`src/rtl/oam_dma.sv`:
```
// oam_dma: copies N_BYTES from source page {src,00} into OAM, one read cycle and one write cycle per byte.
module oam_dma #(
    parameter int          N_BYTES  = 160,
    parameter logic [15:0] OAM_BASE = 16'hFE00
) (
    input  logic        clock,
    input  logic        reset,
    input  logic        start,
    input  logic [7:0]  src_hi,
    output logic [15:0] A_src,
    output logic        rd_src,
    input  logic [7:0]  Di_src,
    output logic [15:0] A_oam,
    output logic [7:0]  Do_oam,
    output logic        wr_oam,
    output logic        busy,
    output logic        done
);
    typedef enum logic [1:0] {IDLE, READ, WRITE} state_t;
    localparam logic [7:0] LAST = 8'(N_BYTES - 1);
    state_t     state, state_nxt;
    logic [7:0] idx, idx_nxt, src, src_nxt;
    logic       done_nxt;
    always_ff @(posedge clock) begin
        if (reset) begin
            state <= IDLE;
            idx   <= 8'h00;
            src   <= 8'h00;
            done  <= 1'b0;
        end else begin
            state <= state_nxt;
            idx   <= idx_nxt;
            src   <= src_nxt;
            done  <= done_nxt;
        end
    end
    // a new start always wins, so a restart never finishes the old transfer
    always_comb begin
        state_nxt = state;
        idx_nxt   = idx;
        src_nxt   = src;
        done_nxt  = 1'b0;
        if (start) begin
            state_nxt = READ;
            idx_nxt   = 8'h00;
            src_nxt   = src_hi >= 8'hE0 ? src_hi - 8'h20 : src_hi;
        end else if (state == READ) begin
            state_nxt = WRITE;
        end else if (state == WRITE) begin
            state_nxt = idx == LAST ? IDLE : READ;
            idx_nxt   = idx == LAST ? idx : idx + 8'h01;
            done_nxt  = idx == LAST;
        end
    end
    assign rd_src = state == READ;
    assign wr_oam = state == WRITE;
    assign busy   = state != IDLE;
    assign A_src  = rd_src ? {src, idx} : 16'h0000;
    assign A_oam  = wr_oam ? OAM_BASE + {8'h00, idx} : 16'h0000;
    assign Do_oam = wr_oam ? Di_src : 8'h00;
endmodule
```
`config.mk`:
```
export PLATFORM = sky130hd
export DESIGN_NAME = oam_dma
export DESIGN_NICKNAME = d
export VERILOG_FILES = /design/src/rtl/oam_dma.sv
export SDC_FILE = /design/constraint.sdc
export NUM_CORES = 1
export LEC_CHECK = 0
export CAP_MARGIN = 20
export CORE_UTILIZATION = 43
export CTS_BUF_LIST = sky130_fd_sc_hd__clkbuf_4 sky130_fd_sc_hd__clkbuf_8
export DETAILED_ROUTE_END_ITERATION = 16
export MAX_ROUTING_LAYER = met4
export PLACE_DENSITY = 0.87
export SLEW_MARGIN = 5
export SYNTH_ARGS = -nofsm -noshare
export SYNTH_HDL_FRONTEND = slang
export SYNTH_SLANG_ARGS = --single-unit
```
`constraint.sdc`:
```
create_clock -name clock -period 2.26 [get_ports clock]
set_input_delay 0.339 -clock clock [delete_from_list [all_inputs] [get_ports clock]]
set_output_delay 0.339 -clock clock [all_outputs]
set_load 0.03 [all_outputs]
```
* Yosys cells after proc, flatten, opt, wreduce, memory -nomap -nowiden *
Cells that the tools add are included.

word-level totals
  bits in registers = 19
  bits in latches = 0
  RAM bits = 0
  bits in read-only memories = 0
  output and inout port bits = 44
  word-level logic and storage cells = 29
  memories kept = 0

cells by class
  add/sub/neg operators = 3
  multiply operators = 0
  div/mod/pow operators = 0
  $lt $le $gt $ge = 1
  eq/ne operators = 3
  shift operators = 0
  muxes and demuxes = 8
  bitwise operators = 3
  reductions and logical operators = 6

operators by type and width
  cell                                                                   number
  16-bit two-way mux                                                     2
  8-bit two-way mux                                                      2
  10-bit by 9-bit adder with 11-bit output, first input constant         1
  8-bit by 1-bit adder with 8-bit output, second input constant          1
  8-bit equality test, second input constant                             1
  8-bit greater-or-equal comparator, second input constant               1
  8-bit by 6-bit subtractor with 8-bit output, second input constant     1
  2-bit two-way mux                                                      2
  2-bit nonzero test                                                     2
  4-bit OR reduction                                                     1
  1-bit NOT                                                              3
  3-bit AND reduction                                                    1
  3-bit nonzero test                                                     1
  2-bit by 1-bit equality test with 1-bit output, second input constant  1
  2-bit equality test, second input constant                             1
  1-bit two-way mux                                                      2
  2-bit OR reduction                                                     1

* Longest topological paths before layout *
  depth after elaboration = 5
  mapped depth = 6
  gate-level depth less buffers = 5

* Worst setup path after synthesis *
OpenSTA, ideal clock, no wires.

  kind = reg2out
  from = register state[0]
  to = output Do_oam[0]
  arrival time = 1.658 ns
  setup slack = 0.263 ns
  cell stages (with the launch flop) = 6
  path through = dfxtp_1 inv_1 ha_1 clkbuf_1 clkbuf_1 and2_1

on the way
  longest elaborated chain between the ends = 2

RTL lines
  what                    line  text
  start, declared         21    state_t state, state_nxt;
  start signal, assigned  31    state <= state_nxt;
  2-bit equality test     56    assign wr_oam = state == WRITE;
  named net wr_oam        15    output logic wr_oam,
  8-bit two-way mux       60    assign Do_oam = wr_oam ? Di_src : 8'h00;
  end, declared           14    output logic [7:0] Do_oam,

The timed path passes the listed nets, and every way through them passes these cells.

* Worst setup path after layout *
  from = register state[0]
  to = output A_oam[5]

on the way
  longest elaborated chain between the ends = 2

RTL lines
  what                 line  text
  2-bit equality test  56
  16-bit two-way mux   59    assign A_oam = wr_oam ? OAM_BASE + {8'h00, idx} : 16'h0000;
  end, declared        13    output logic [15:0] A_oam,

No other way between the ends.

==> impl_metrics.ini <==
[outcome]
status = completed

[synthesis]
ys_seq_area_share_pct = 32.5
netlist.top_cell.by_area = dfxtp_1
async_flop_share_pct = 0
synth.area.top_cells = dfxtp_1, and2_1, mux2i_1
netlist_area_um2 = 1170
syn_nets = 169
post_synth_num_cell_types = 30
yosys_most_used_dff = dfxtp_1
synth_area_per_cell_um2 = 8.12
yosys.area_share.adder_pct = 6.42
synth_seq_cells = 19
synthXorXnorAreaFrac_pct = 0
yosys.area.top_type_share_pct = 32.5
ys_warn_count = 0
synthMuxAreaShare_pct = 6.84
synthesis.instances = 144
synth-edff-count = 0
yosys.area_share.simple_pct = 35.9
synth_compound_area_share_pct = 8.56
synth_top_family_by_area = simple AND/OR/NAND/NOR gates

[worst_hold_path]
min-delay-path-class = register to register
worstHoldPathCells = 2
min_to = src[6]$_SDFFE_PP0P_
hp-start = src[6]$_SDFFE_PP0P_

[finish]
diodes = 0
area_growth_syn_to_layout_pct = 57.6
fin_cells = 228
final_layout_size_suffix_gt1_share_pct = 7.58
nNetsFinal = 224
final_common_cell = and2_1
layout_common_cells = and2_1, dlymetal6s2s_1, clkdlybuf4s50_1, dfxtp_1, dlygate4sd2_1

[setup_path]
worstSetupPathType = register to output pin
cpPeakStageDelay_ns = 0.42
timing.critical_path.fanout_max = 22
ff2ff_path_depth = 5
worstPathCellList = inv_1, ha_1, buf_4, and2_2, dlygate4sd2_1
cp.depth = 5
crit_required_ns = 1.92
r2r_slack_ns = 0.60
cp_num_buf_inv = 3
path_delay_family = buffers and inverters
reg2reg_from = state[0]$_SDFFE_PP0P_
cp-end-kind = output pin
crit_slowest_cell = dfxtp_1
cp.arrival_ns = 1.79
startpoint_type = register
rr_endpoint = idx[7]$_SDFFE_PP0P_

[place]
port_buffers = 61
dp_hpwl_um = 2150
gp_congestion = 0.817
place_inst = 224

[routing]
wl_per_cell_um = 12.6
drt_iter0_drc = 10
drc = 0
vias = 1160
via_per_inst = 5.09
wirelength_um = 2880
drtAntennaViolNets = 0
dr.pass1.iters = 4

[floorplanning]
die_h_um = 54.2
die_area_um2 = 2930
ios = 63
rows = 18
core_um2 = 2520
start_util_pct = 46.4
die_w_um = 54.2

[flow_run]
cap_violations = 0

[timing]
finalCritPeriodShare_pct = 94.2
tns_ns = 0
rsz0062_at_grt = no
fmax_mhz = 470
worst_clock_skew_ns = 0.000872
drv_slew = 0
finalSetupViolations = 0
hold_violations = 0
min_period_ns = 2.13

[clock_network]
ctsHoldBuffers = 0
clk_path_buf_depth = 2
cts_buffers = 3
root_buffer = clkbuf_4
postCtsSetupBuffers = 0
clk_pin_slew_ns = 0.11
cts_tree = done
insertion_delay_ns = 0.30
cts.sinks = 19
htree_levels = 1

[global_route]
gr-total-overflow = 0
grt_pass1_vias = 1018
grt_pass1_wl_um = 4350
grt_max_degree = 23
grt_use_total_pct = 20.8
grt_antenna_before_repair = 0

[pwr]
ir_drop_uv = 391
leakage_nw = 1.23
power.density_nw_per_um2 = 360
-- cell type report --
type | instances | area (µm²)
Multi-Input combinational cell | 104 | 692
Timing Repair Buffer | 64 | 681
Fill cell | 199 | 678
Sequential cell | 19 | 380
Tap cell | 30 | 37.5
Inverter | 7 | 26.3
Clock buffer | 3 | 22.5
Clock inverter | 1 | 5.00
-- registers in the layout, indices dropped and copies added (netlist names) --
register  flops
src           8
state         2
done          1
idx           8
-- cells in the mapped netlist, types with 2 or more instances --
| master | number |
|---|---|
| mux2i_1 | 8 |
| ha_1 | 6 |
| inv_1 | 7 |
| or4_1 | 2 |
| nand3_2 | 2 |
| dfxtp_1 | 19 |
| nand3_1 | 8 |
| buf_4 | 8 |
| a21oi_1 | 9 |
| nor2_1 | 8 |
| and2_2 | 2 |
| o21ai_0 | 3 |
| and2_1 | 30 |
| or3_1 | 2 |
| nand2_1 | 9 |
| nor3_1 | 3 |
| clkbuf_1 | 5 |
-- layer usage --
metal / up-vias / GRT usage, % / routed length, µm
li1: 585 / - / -
met1: 507 / 23.1 / 1110
met2: 64 / 37.0 / 1420
met3: 4 / 4.52 / 322
met4: 0 / 5.56 / 34
met5: - / - / 0
-- tightest hold or removal path: cells and delay by family, from the launching register on --
| family | cells | cell delay, ns |
|---|---|---|
| AOI/OAI and AO/OA | 1 | 0.05 |
| DFF | 1 | 0.33 |
| and+or+nand+nor | 1 | 0.06 |
-- stage by stage --
step / area [µm²] / power (mW) / worst slack, ns / hold slack [ns] / util (%)
final: 1840 / 0.665 / 0.132 / 0.478 / 73.1
after CTS: 1780 / 0.674 / -0.0444 / 0.480 / 70.5
after global placement: 1760 / 0.490 / 0.151 / 0.444 / 69.6
after detailed placement: 1760 / 0.494 / 0.0614 / 0.463 / 69.6
after floorplan: 1170 / 0.433 / 0.263 / 0.436 / -
after global routing: 1840 / 0.695 / 0.0542 / 0.494 / 73.1
-- cells by family after synthesis --
group           after synthesis
simple gates                 72
other cells                   1
flops                        19
buf+inv                      21
mux                           8
fa+ha+maj                     6
compound gates               17
-- worst max path at each step --
stage / end / slack (ns) / from
after floorplan: Do_oam[0] / 0.26 / state[0]$_SDFFE_PP0P_
after global placement: A_src[5] / 0.15 / state[1]$_SDFFE_PP0P_
after detailed placement: A_src[5] / 0.06 / state[1]$_SDFFE_PP0P_
after CTS: A_oam[1] / -0.04 / state[0]$_SDFFE_PP0P_
after global routing: A_oam[5] / 0.05 / state[0]$_SDFFE_PP0P_
final: A_oam[5] / 0.13 / state[0]$_SDFFE_PP0P_
-- where the power goes --
part / switching (mW) / total [mW] / internal [mW]
combinational: 0.0683 / 0.136 / 0.0680
sequential: 0.00683 / 0.352 / 0.345
clock: 0.111 / 0.177 / 0.0659
total: 0.186 / 0.665 / 0.479
-- what timing repair did --
item                                    in CTS  in global routing
gates cloned                                 0                  0
resized for setup                           16                 26
endpoints found under the setup margin      31                 26
(Power assumes the default switching activity.)
